## src/rtl/ugv_pkg.sv

```systemverilog
// Shared types for the UGV command sequencer: motion commands, FSM states,
// speed-code limits and the command-to-direction mapping.
package ugv_pkg;

  localparam int unsigned SPD_W   = 2;
  localparam int unsigned STATE_W = 3;

  typedef enum logic [2:0] {
    CMD_NONE  = 3'd0,
    CMD_FWD   = 3'd1,
    CMD_REV   = 3'd2,
    CMD_LEFT  = 3'd3,
    CMD_RIGHT = 3'd4
  } cmd_e;

  typedef enum logic [STATE_W-1:0] {
    IDLE      = 3'd0,
    RUN       = 3'd1,
    RAMP_DOWN = 3'd2,
    HOLD      = 3'd3
  } state_e;

  localparam logic [SPD_W-1:0] SPD_MIN = 2'd0;
  localparam logic [SPD_W-1:0] SPD_MAX = 2'd3;

  // Returns {dir_a, dir_b}; 1 = forward for that motor.
  function automatic logic [1:0] cmd_dirs(input cmd_e c);
    case (c)
      CMD_FWD:   return 2'b11;
      CMD_REV:   return 2'b00;
      CMD_LEFT:  return 2'b01;
      CMD_RIGHT: return 2'b10;
      default:   return 2'b00;
    endcase
  endfunction

endpackage

```

## src/rtl/ugv_cmd_sequencer_if.sv

```systemverilog
// Button/speed inputs and motor-command outputs of the sequencer.
// heartbeat exists only when UGV_SEQ_WATCHDOG_EN is defined.
interface ugv_cmd_sequencer_if;

  logic                        btn_f;
  logic                        btn_b;
  logic                        btn_l;
  logic                        btn_r;
  logic [ugv_pkg::SPD_W-1:0]   speed_max;
  logic [ugv_pkg::SPD_W-1:0]   speed_code;
  logic                        motor_en;
  logic                        dir_a;
  logic                        dir_b;
  logic [ugv_pkg::STATE_W-1:0] state;
  logic                        fault;
`ifdef UGV_SEQ_WATCHDOG_EN
  logic                        heartbeat;
`endif

  modport master (
`ifdef UGV_SEQ_WATCHDOG_EN
    output heartbeat,
`endif
    output btn_f, btn_b, btn_l, btn_r, speed_max,
    input  speed_code, motor_en, dir_a, dir_b, state, fault
  );

  modport slave (
`ifdef UGV_SEQ_WATCHDOG_EN
    input  heartbeat,
`endif
    input  btn_f, btn_b, btn_l, btn_r, speed_max,
    output speed_code, motor_en, dir_a, dir_b, state, fault
  );

endinterface

```

## src/rtl/ugv_debounce.sv

```systemverilog
// One button: 2-FF synchroniser followed by a consecutive-sample debouncer.
module ugv_debounce #(
  parameter int unsigned DEBOUNCE_CYCLES = 50000
) (
  input  logic clk,
  input  logic reset,
  input  logic btn,
  output logic db
);

  localparam int unsigned CW = $clog2(DEBOUNCE_CYCLES);

  logic [1:0]    sync_q, sync_d;
  logic          db_q, db_d;
  logic [CW-1:0] cnt_q, cnt_d;

  // Counter only advances while the synchronised level disagrees with db.
  always_comb begin
    sync_d = {sync_q[0], btn};
    db_d   = db_q;
    cnt_d  = '0;
    if (sync_q[1] != db_q) begin
      if (cnt_q == CW'(DEBOUNCE_CYCLES - 1)) begin
        db_d = sync_q[1];
      end else begin
        cnt_d = cnt_q + CW'(1);
      end
    end
  end

  always_ff @(posedge clk) begin
    if (reset) begin
      sync_q <= '0;
      db_q   <= 1'b0;
      cnt_q  <= '0;
    end else begin
      sync_q <= sync_d;
      db_q   <= db_d;
      cnt_q  <= cnt_d;
    end
  end

  assign db = db_q;

endmodule

```

## src/rtl/ugv_cmd_sequencer.sv

```systemverilog
// Button-to-motion command sequencer with speed ramping and a ramp-down/hold
// interlock before direction changes. UGV_SEQ_WATCHDOG_EN adds a heartbeat watchdog.
module ugv_cmd_sequencer
  import ugv_pkg::*;
#(
  parameter int unsigned DEBOUNCE_CYCLES  = 50000,
  parameter int unsigned RAMP_STEP_CYCLES = 250000,
  parameter int unsigned STOP_HOLD_CYCLES = 100000
`ifdef UGV_SEQ_WATCHDOG_EN
  ,
  parameter int unsigned WDOG_CYCLES      = 5000000
`endif
) (
  input logic                clk,
  input logic                reset,
  ugv_cmd_sequencer_if.slave bus
);

  localparam int unsigned RW = $clog2(RAMP_STEP_CYCLES);
  localparam int unsigned HW = $clog2(STOP_HOLD_CYCLES);

  logic db_f, db_b, db_l, db_r;

  ugv_debounce #(.DEBOUNCE_CYCLES(DEBOUNCE_CYCLES)) u_db_f (.clk(clk), .reset(reset), .btn(bus.btn_f), .db(db_f));
  ugv_debounce #(.DEBOUNCE_CYCLES(DEBOUNCE_CYCLES)) u_db_b (.clk(clk), .reset(reset), .btn(bus.btn_b), .db(db_b));
  ugv_debounce #(.DEBOUNCE_CYCLES(DEBOUNCE_CYCLES)) u_db_l (.clk(clk), .reset(reset), .btn(bus.btn_l), .db(db_l));
  ugv_debounce #(.DEBOUNCE_CYCLES(DEBOUNCE_CYCLES)) u_db_r (.clk(clk), .reset(reset), .btn(bus.btn_r), .db(db_r));

  state_e           state_q, state_d;
  cmd_e             active_q, active_d;
  logic [SPD_W-1:0] speed_q, speed_d;
  logic             motor_en_q, motor_en_d;
  logic             dir_a_q, dir_a_d;
  logic             dir_b_q, dir_b_d;
  logic             fault_q, fault_d;
  logic [RW-1:0]    ramp_cnt_q, ramp_cnt_d;
  logic [HW-1:0]    hold_cnt_q, hold_cnt_d;

  logic [2:0]       n_pressed_c;
  logic             multi_c;
  logic             tick_c;
  cmd_e             cmd_c;

`ifdef UGV_SEQ_WATCHDOG_EN
  localparam int unsigned WW = $clog2(WDOG_CYCLES);
  logic [WW-1:0] wdog_cnt_q, wdog_cnt_d;
  logic          wdog_trip_q, wdog_trip_d;

  // Counter saturates at the timeout so the trip stays set until a heartbeat.
  always_comb begin
    wdog_cnt_d  = wdog_cnt_q + WW'(1);
    wdog_trip_d = wdog_trip_q;
    if (bus.heartbeat) begin
      wdog_cnt_d  = '0;
      wdog_trip_d = 1'b0;
    end else if (wdog_cnt_q == WW'(WDOG_CYCLES - 1)) begin
      wdog_cnt_d  = wdog_cnt_q;
      wdog_trip_d = 1'b1;
    end
  end

  always_ff @(posedge clk) begin
    if (reset) begin
      wdog_cnt_q  <= '0;
      wdog_trip_q <= 1'b0;
    end else begin
      wdog_cnt_q  <= wdog_cnt_d;
      wdog_trip_q <= wdog_trip_d;
    end
  end
`endif

  // Decode debounced buttons; anything but exactly one pressed is NONE.
  always_comb begin
    n_pressed_c = 3'(db_f) + 3'(db_b) + 3'(db_l) + 3'(db_r);
    multi_c     = (n_pressed_c > 3'd1);
    cmd_c       = CMD_NONE;
    if (n_pressed_c == 3'd1) begin
      if (db_f)      cmd_c = CMD_FWD;
      else if (db_b) cmd_c = CMD_REV;
      else if (db_l) cmd_c = CMD_LEFT;
      else           cmd_c = CMD_RIGHT;
    end
`ifdef UGV_SEQ_WATCHDOG_EN
    if (wdog_trip_q) cmd_c = CMD_NONE;
`endif
  end

  always_comb begin
    state_d    = state_q;
    active_d   = active_q;
    speed_d    = speed_q;
    motor_en_d = motor_en_q;
    dir_a_d    = dir_a_q;
    dir_b_d    = dir_b_q;
    tick_c     = (ramp_cnt_q == RW'(RAMP_STEP_CYCLES - 1));

    case (state_q)
      IDLE: begin
        motor_en_d = 1'b0;
        speed_d    = SPD_MIN;
        if (cmd_c != CMD_NONE) begin
          active_d             = cmd_c;
          {dir_a_d, dir_b_d}   = cmd_dirs(cmd_c);
          motor_en_d           = 1'b1;
          state_d              = RUN;
        end
      end
      RUN: begin
        if (cmd_c != active_q) begin
          state_d = RAMP_DOWN;
        end else if (tick_c) begin
          if (speed_q < bus.speed_max && speed_q != SPD_MAX) begin
            speed_d = speed_q + 2'd1;
          end else if (speed_q > bus.speed_max && speed_q != SPD_MIN) begin
            speed_d = speed_q - 2'd1;
          end
        end
      end
      RAMP_DOWN: begin
        // Returning to the original command resumes without a hold.
        if (cmd_c == active_q) begin
          state_d = RUN;
        end else if (tick_c) begin
          if (speed_q == SPD_MIN) begin
            state_d    = HOLD;
            motor_en_d = 1'b0;
          end else begin
            speed_d = speed_q - 2'd1;
          end
        end
      end
      HOLD: begin
        motor_en_d = 1'b0;
        speed_d    = SPD_MIN;
        if (hold_cnt_q == HW'(STOP_HOLD_CYCLES - 1)) state_d = IDLE;
      end
      default: begin
        state_d    = IDLE;
        motor_en_d = 1'b0;
        speed_d    = SPD_MIN;
      end
    endcase

    ramp_cnt_d = (state_d != state_q || tick_c) ? '0 : ramp_cnt_q + RW'(1);
    hold_cnt_d = (state_q == HOLD && state_d == HOLD) ? hold_cnt_q + HW'(1) : '0;
`ifdef UGV_SEQ_WATCHDOG_EN
    fault_d    = multi_c | wdog_trip_q;
`else
    fault_d    = multi_c;
`endif
  end

  always_ff @(posedge clk) begin
    if (reset) begin
      state_q    <= IDLE;
      active_q   <= CMD_NONE;
      speed_q    <= SPD_MIN;
      motor_en_q <= 1'b0;
      dir_a_q    <= 1'b0;
      dir_b_q    <= 1'b0;
      fault_q    <= 1'b0;
      ramp_cnt_q <= '0;
      hold_cnt_q <= '0;
    end else begin
      state_q    <= state_d;
      active_q   <= active_d;
      speed_q    <= speed_d;
      motor_en_q <= motor_en_d;
      dir_a_q    <= dir_a_d;
      dir_b_q    <= dir_b_d;
      fault_q    <= fault_d;
      ramp_cnt_q <= ramp_cnt_d;
      hold_cnt_q <= hold_cnt_d;
    end
  end

  assign bus.speed_code = speed_q;
  assign bus.motor_en   = motor_en_q;
  assign bus.dir_a      = dir_a_q;
  assign bus.dir_b      = dir_b_q;
  assign bus.state      = state_q;
  assign bus.fault      = fault_q;

endmodule

```

## src/flat_wrapper.sv

```systemverilog
// flat-port wrapper written by rule: the top's interface ports become plain ports
module ugv_cmd_sequencer_flat import ugv_pkg::*;
#(
  parameter int unsigned DEBOUNCE_CYCLES  = 50000,
  parameter int unsigned RAMP_STEP_CYCLES = 250000,
  parameter int unsigned STOP_HOLD_CYCLES = 100000

)
  (clk, reset, bus_btn_f, bus_btn_b, bus_btn_l, bus_btn_r, bus_speed_max, bus_speed_code, bus_motor_en, bus_dir_a, bus_dir_b, bus_state, bus_fault);
  ugv_cmd_sequencer_if bus_i ();
  input logic clk;
  input logic reset;
  input wire logic [$bits(bus_i.btn_f)-1:0] bus_btn_f;
  input wire logic [$bits(bus_i.btn_b)-1:0] bus_btn_b;
  input wire logic [$bits(bus_i.btn_l)-1:0] bus_btn_l;
  input wire logic [$bits(bus_i.btn_r)-1:0] bus_btn_r;
  input wire logic [$bits(bus_i.speed_max)-1:0] bus_speed_max;
  output wire logic [$bits(bus_i.speed_code)-1:0] bus_speed_code;
  output wire logic [$bits(bus_i.motor_en)-1:0] bus_motor_en;
  output wire logic [$bits(bus_i.dir_a)-1:0] bus_dir_a;
  output wire logic [$bits(bus_i.dir_b)-1:0] bus_dir_b;
  output wire logic [$bits(bus_i.state)-1:0] bus_state;
  output wire logic [$bits(bus_i.fault)-1:0] bus_fault;
  assign bus_i.btn_f = bus_btn_f;
  assign bus_i.btn_b = bus_btn_b;
  assign bus_i.btn_l = bus_btn_l;
  assign bus_i.btn_r = bus_btn_r;
  assign bus_i.speed_max = bus_speed_max;
  assign bus_speed_code = bus_i.speed_code;
  assign bus_motor_en = bus_i.motor_en;
  assign bus_dir_a = bus_i.dir_a;
  assign bus_dir_b = bus_i.dir_b;
  assign bus_state = bus_i.state;
  assign bus_fault = bus_i.fault;
  ugv_cmd_sequencer #(.DEBOUNCE_CYCLES(DEBOUNCE_CYCLES), .RAMP_STEP_CYCLES(RAMP_STEP_CYCLES), .STOP_HOLD_CYCLES(STOP_HOLD_CYCLES)) u_core (.clk(clk), .reset(reset), .bus(bus_i));
endmodule
```

## config.mk

```make
export PLATFORM = sky130hd
export DESIGN_NAME = ugv_cmd_sequencer_flat
export DESIGN_NICKNAME = d
export VERILOG_FILES = /design/src/rtl/ugv_pkg.sv /design/src/rtl/ugv_cmd_sequencer_if.sv /design/src/rtl/ugv_debounce.sv /design/src/rtl/ugv_cmd_sequencer.sv /design/src/flat_wrapper.sv
export SDC_FILE = /design/constraint.sdc
export NUM_CORES = 1
export LEC_CHECK = 0
export BUFFER_PORTS_ARGS = -buffer_cell sky130_fd_sc_hd__buf_2
export CELL_PAD_IN_SITES_DETAIL_PLACEMENT = 1
export CELL_PAD_IN_SITES_GLOBAL_PLACEMENT = 2
export CORE_MARGIN = 2
export CORE_UTILIZATION = 35
export DETAILED_ROUTE_END_ITERATION = 7
export GPL_ROUTABILITY_DRIVEN = 0
export PLACE_DENSITY = 0.85
export SYNTH_ARGS = -nofsm -noshare
export SYNTH_HDL_FRONTEND = slang
export SYNTH_SLANG_ARGS = --single-unit
```

## constraint.sdc

```tcl
create_clock -name clk -period 2.9 [get_ports clk]
set_input_delay 0 -clock clk [delete_from_list [all_inputs] [get_ports clk]]
set_output_delay 0 -clock clk [all_outputs]
set_load 0.02 [all_outputs]
```

* After elaboration in Yosys (flattened, before gate mapping)
Cells that the tools add are included.
** Word-level totals
- Latch bits :: 0
- Logic and storage cells :: 116
- RAM bits :: 0
- Flip-flop bits (word level) :: 123
- Bits of input ports :: 8
- Output and inout port bits :: 9
- Memory bits (read-only) :: 0
- Memories :: 0
** Cells by class
- Div/mod/pow operators :: 0
- Equality and inequality tests :: 29
- Multiply operators :: 0
- Reduce and logical (&&, ||, !) cells :: 21
- Shift-type cells :: 0
- Bitwise gates (word level) :: 6
- Add/sub/neg operators :: 11
- Mux-type cells :: 25
- Magnitude comparators :: 3
** Operator list (number)
- adder 16 x 1 -> 16 bit (second input constant) :: 4
- equality test 16 bit (second input constant) :: 4
- 2-to-1 mux 3 bit :: 10
- adder 18 x 1 -> 18 bit (second input constant) :: 1
- equality test 18 bit (second input constant) :: 1
- adder 17 x 1 -> 17 bit (second input constant) :: 1
- equality test 17 bit (second input constant) :: 1
- 2-to-1 mux 2 bit :: 7
- equality test 3 x 2 -> 1 bit (second input constant) :: 4
- case mux 3 bit (4 select lines) :: 1
- OR reduction 3 bit :: 4
- AND reduction 2 bit :: 5
- equality test 3 x 1 -> 1 bit (second input constant) :: 3
- != test 2 bit (second input constant) :: 4
- adder 3 x 1 -> 3 bit :: 2
- != test 2 x 1 -> 1 bit (second input constant) :: 3
- != test 3 bit :: 2
- NOT 1 bit :: 6
- case mux 2 bit (3 select lines) :: 1
- AND reduction 6 bit :: 1
- 2-to-1 mux 1 bit :: 4
- != test 1 bit :: 4
- case mux 2 bit (2 select lines) :: 1
- AND reduction 4 bit :: 1
- 17 further kinds :: 20

* Logic depth before layout (Yosys ltp)
- Depth after elaboration :: 12
- Depth in mapped cells :: 13

* Modules after synthesis
From an unflattened synthesis, not the netlist that was laid out.
** Unflattened totals
- Cells, all modules :: 622
- Area, all modules :: 5768.0 µm²
** By module, submodules not included
- ugv_debounce at u_core.u_db_b ... :: cells an instance 87, area an instance 847.1 µm², times used 3
- ugv_cmd_sequencer :: cells an instance 274, area an instance 2382.3 µm², times used 1
- ugv_debounce at u_core.u_db_r :: cells an instance 87, area an instance 844.6 µm², times used 1

* Worst setup path before layout
Ideal clock, no wire load.
- Path kind :: reg-to-reg
- Start point :: register u_core.u_db_b.db_q, in the netlist u_core.u_db_b.db
- End point :: register u_core.ramp_cnt_q[15]
- Slack :: -0.240 ns
- Clock period less this slack :: 3.140 ns
- Data required time :: 2.834 ns
- Cell stages (with the launch flop) :: 12
- Buffers on the path :: 1
- Data arrival time :: 3.074 ns
- Cells stage by stage :: dfxtp_1 > ha_1 > inv_1 > fa_1 > ha_1 > or3_4 > o21bai_1 > xor2_1 > a31o_4 > or4_4 > buf_6 > a21oi_2
** On the way
- Cells in the longest elaborated chain, start to end :: 11
- Elaborated cells between the ends (all ways) :: 17
- Those cells by class :: add/sub: 3; eq/ne: 4; mux: 7; reduce/logical: 3
** RTL lines
- start: declaration :: RTL line ugv_debounce.sv:14 : logic db_q, db_d;
- start signal: assignment :: RTL line ugv_debounce.sv:34 : db_q <= 1'b0;
- start signal: assignment :: RTL line ugv_debounce.sv:38 : db_q <= db_d;
- adder 1 x 1 -> 2 bit :: RTL line ugv_cmd_sequencer.sv:75 : n_pressed_c = 3'(db_f) + 3'(db_b) + 3'(db_l) + 3'(db_r);
- adder 3 x 1 -> 3 bit (2 in series) :: RTL line ugv_cmd_sequencer.sv:75
- equality test 3 x 1 -> 1 bit :: RTL line ugv_cmd_sequencer.sv:78 : if (n_pressed_c == 3'd1) begin
- 2-to-1 mux 3 bit (*) :: RTL line ugv_cmd_sequencer.sv:78
- equality test 3 bit (tied with other cells) :: RTL line ugv_cmd_sequencer.sv:122 : if (cmd_c == active_q) begin
- 2-to-1 mux 3 bit, on equally long branches :: RTL line ugv_cmd_sequencer.sv:122, ugv_cmd_sequencer.sv:102, ugv_cmd_sequencer.sv:110
- case mux 3 bit (4 select lines) (*) :: RTL line ugv_cmd_sequencer.sv:98 : case (state_q)
- != test 3 bit (*) :: RTL line ugv_cmd_sequencer.sv:145 : ramp_cnt_d = (state_d != state_q || tick_c) ? '0 : ramp_cnt_q + RW'(1);
- logical OR 1 bit (*) :: RTL line ugv_cmd_sequencer.sv:145
- OR reduction 2 bit (no source line) (*)
- end signal: assignment :: RTL line ugv_cmd_sequencer.sv:173 : ramp_cnt_q <= ramp_cnt_d;
- end: declaration :: RTL line ugv_cmd_sequencer.sv:36 : logic [RW-1:0] ramp_cnt_q, ramp_cnt_d;
Every way passes the cells marked *; elsewhere a longest branch is shown, timed or not.
A chain may end at the register's enable or synchronous reset.

* Final worst setup path
- Start point :: register u_core.u_db_f.db_q, in the netlist u_core.u_db_f.db
- End point :: register u_core.ramp_cnt_q[8]
** On the way
- Cells in the longest elaborated chain, start to end :: 11
- Elaborated cells between the ends (all ways) :: 16
- Those cells by class :: add/sub: 3; eq/ne: 4; mux: 6; reduce/logical: 3
** RTL lines (RTL line)
- start: declaration :: ugv_debounce.sv:14
- start signal: assignment :: ugv_debounce.sv:34
- start signal: assignment :: ugv_debounce.sv:38
- adder 1 x 1 -> 2 bit :: ugv_cmd_sequencer.sv:75
- adder 3 x 1 -> 3 bit (2 in series) :: ugv_cmd_sequencer.sv:75
- equality test 3 x 1 -> 1 bit :: ugv_cmd_sequencer.sv:78
- 2-to-1 mux 3 bit (*) :: ugv_cmd_sequencer.sv:78
- equality test 3 bit (tied with other cells) :: ugv_cmd_sequencer.sv:122
- 2-to-1 mux 3 bit, on equally long branches :: ugv_cmd_sequencer.sv:122, ugv_cmd_sequencer.sv:102, ugv_cmd_sequencer.sv:110
- case mux 3 bit (4 select lines) (*) :: ugv_cmd_sequencer.sv:98
- != test 3 bit (*) :: ugv_cmd_sequencer.sv:145
- logical OR 1 bit (*) :: ugv_cmd_sequencer.sv:145
- OR reduction 2 bit (no source line) (*)
Marked as above.

==> reports/summary.txt <==
CTS buffer count: 17
worst vdd ir: 0.411 mV
PD cells: 600 nW/µm²
GRT Residual Overflow: 0
Buffers on Ports: 16
area grow syn2layout: 20.1%
PnR worst setup slack: -0.109 ns
failing checks: negative setup slack
Die H: 130 µm
row count: 46
min-delay worst type: in -> reg
worst slew pin tran: 0.757 ns
Crit path largest cell delay: 0.66 ns
overall global routing resource usage: 16.4%
CP most frequent cell: ha_4
Worst Setup Path Type: reg -> reg
global-route wire length before repair: 22.1 mm
Max Transition Viols Final: 0
Worst EP arrival: 3.33 ns
CTS tree: done
Worst Path Max Fanout: 8
CP required: 3.22 ns
most common cell after layout, fill and taps aside: dfxtp_1
Main synth FF type: dfxtp_1
Post-DRT Antenna Nets: 0
Final Skew: 0.00967 ns
RSZ-0062 raised after global routing: yes
ratio of cells with drive above 1 in the final layout: 14.8%
pin count of the biggest net entering global routing: 24
Leak: 2.25 nW
Post-Place Cell Area: 5900 µm²
initial antenna violation count: 0
Max Freq: 0.332 GHz
Startpoint Class: register
critical path's slowest cell: or4_2
hpwl dp: 8.78 mm
Syn. warnings: 0
Syn Area/Cell: 8.81 µm²
fin util: 42.5%
antenna cells: 0
clock transition at the registers of the reported paths: 0.06 ns
DIE AREA: 16,900 µm²
routed len/inst: 14.5 µm
DRC: 0
Initial Util: 35.4%
mapped cell area: 5560 µm²
Cell variety after synth: 52
asr flop ratio synth: 0%
synth top area cells: dfxtp_1, xor2_1, nor2_1
total core area: 15,700 µm²
Tmin final: 3.01 ns
number of DRC markers in iteration 0: 187
Die Width: 130 µm
vias in the first global route: 4,621
DP Worst Slack: -0.135 ns
clk sinks: 123
Final #Nets: 684
relative max-transition margin: 49.1%
vias: 4,410
register area share after synthesis: 44.3%
area leader, netlist: dfxtp_1
routed vias/inst: 4.95
# setup viols final: 20
Post-Layout Cell Count: 891
Yosys reg bits: 123
H-tree levels: 4
WL final: 12.9 mm
Worst Hold Margin: 0.0291 ns
crit path cell chain: ha_4 -> inv_2 -> fa_2 -> ha_4 -> or3_4 -> o21bai_4 -> xor2_2 -> a31o_4 -> or4_2 -> o31ai_2
IO Pins: 17
clock buffer depth: 2
Synth Net Count: 653
Final Instance Area: 6680 µm²
run status: complete, but fails checks
CP endpoint kind: register
number of iterations in the first detailed-routing pass: 4
Final Hold Violating Endpoints: 0
cell count after synthesis: 631
clock latency at the later pin of the worst-skew pair: 0.42 ns
Yosys top cell area share: 44.3%
dpl cells: 852
commonest non-fill, non-tap cells in the layout: dfxtp_1, nor2_1, xor2_1, nand2_1, xnor2_1
Root Driver: clkbuf_16
crit share post-route: 104%
EDFF count, synth: 0
max-cap violations: 0
-- worst paths after layout --
kind                                                        start                                end  slack [ns]  cells past startpoint
worst min register to register  u_core.u_db_l.cnt_q[0]$_SDFF_PP0_  u_core.u_db_l.cnt_q[0]$_SDFF_PP0_        0.44                      1
worst max register to register      u_core.u_db_f.db$_SDFFE_PP0P_    u_core.ramp_cnt_q[8]$_SDFF_PP0_       -0.11                     10
worst min-delay path                                        reset     u_core.bus.state[0]$_SDFF_PP0_        0.03                      3
worst max-delay path                u_core.u_db_f.db$_SDFFE_PP0P_    u_core.ramp_cnt_q[8]$_SDFF_PP0_       -0.11                     10
-- worst max-delay path, delay by kind of cell, from the launching register on --
family / cells / cell delay, ns
AO/OA/AOI/OAI: 3 / 0.54
XOR/XNOR: 1 / 0.16
flip-flops: 1 / 0.33
buffers and inverters: 1 / 0.03
adder cells (fa/ha/maj): 3 / 0.84
AND/OR/NAND/NOR: 2 / 1.01
-- sequential cells by signal, indices dropped and copies added, names as in the netlist, 2 cells and up --
register               count
u_core.hold_cnt_q         17
u_core.u_db_b.sync_q       2
u_core.u_db_f.sync_q       2
u_core.u_db_l.cnt_q       16
u_core.u_db_f.cnt_q       16
u_core.bus.speed_code      2
u_core.bus.state           3
u_core.u_db_l.sync_q       2
u_core.u_db_r.cnt_q       16
u_core.u_db_r.sync_q       2
u_core.ramp_cnt_q         18
u_core.active_q            3
u_core.u_db_b.cnt_q       16
-- cell type report --
type / count / area (µm²)
fill: 1816 / 9030
multi-input combinational: 470 / 3040
sequential: 123 / 2460
clock buffer: 21 / 460
tap: 216 / 270
timing repair buffer: 31 / 203
clock inverter: 11 / 168
inverter: 19 / 71.3
-- per-layer routing --
metal | vias to the layer above | GRT usage [%] | wire length [µm]
met5 | - | 0 | 0
met3 | 19 | 4.76 | 351
li1 | 2211 | - | -
met2 | 46 | 28.2 | 6420
met1 | 2134 | 19.8 | 5980
met4 | 0 | 5.19 | 191
-- through the flow --
stage | power [mW] | TNS, ns
after floorplan | 1.78 | 0
after global placement | 1.79 | -0.235
after detailed placement | 1.79 | -1.55
after CTS | 4.05 | -1.18
after global routing | 4.14 | -2.91
final | 4.00 | -1.24
-- synth_stat cells (all sizes together) (2+ instances only) --
| master | count |
|---|---|
| dfxtp | 123 |
| nor2 | 114 |
| xor2 | 49 |
| nand2 | 46 |
| xnor2 | 40 |
| nand3 | 33 |
| a21oi | 21 |
| and3 | 21 |
| nand4 | 20 |
| inv | 19 |
| clkbuf | 16 |
| ha | 13 |
| nor4 | 13 |
| nor2b | 11 |
| nor3 | 11 |
| o21ai | 10 |
| or3 | 10 |
| or4 | 9 |
| mux2i | 7 |
| o31ai | 6 |
| nand4b | 4 |
| and4 | 3 |
| buf | 3 |
| nand2b | 3 |
| nor4b | 3 |
| a31o | 2 |
| nor3b | 2 |
| o21a | 2 |
| o31a | 2 |
| or2 | 2 |
-- power by group --
part	internal, mW	switching, mW
registers	1.70	0.00745
clock network	1.48	0.767
logic	0.0204	0.0301
-- cell families after synthesis --
group | synth area share (%)
AOI/OAI and AO/OA | 6.25
xor gates and xnor gates | 14.0
adders and majority gates | 3.28
buffers and inverters | 2.92
DFF | 44.3
muxes | 1.26
other | 0.0674
and+or+nand+nor | 27.9
-- what timing repair did --
action | CTS | global route
setup buffers | 2 | 2
gates resized for setup | 6 | 12
endpoints found under the hold margin | 4 | 0
pin swaps | 2 | 2
hold buffers | 4 | 0
gates cloned | 0 | 0
endpoints found under the setup margin | 18 | 21
(Power assumes the default switching activity.)
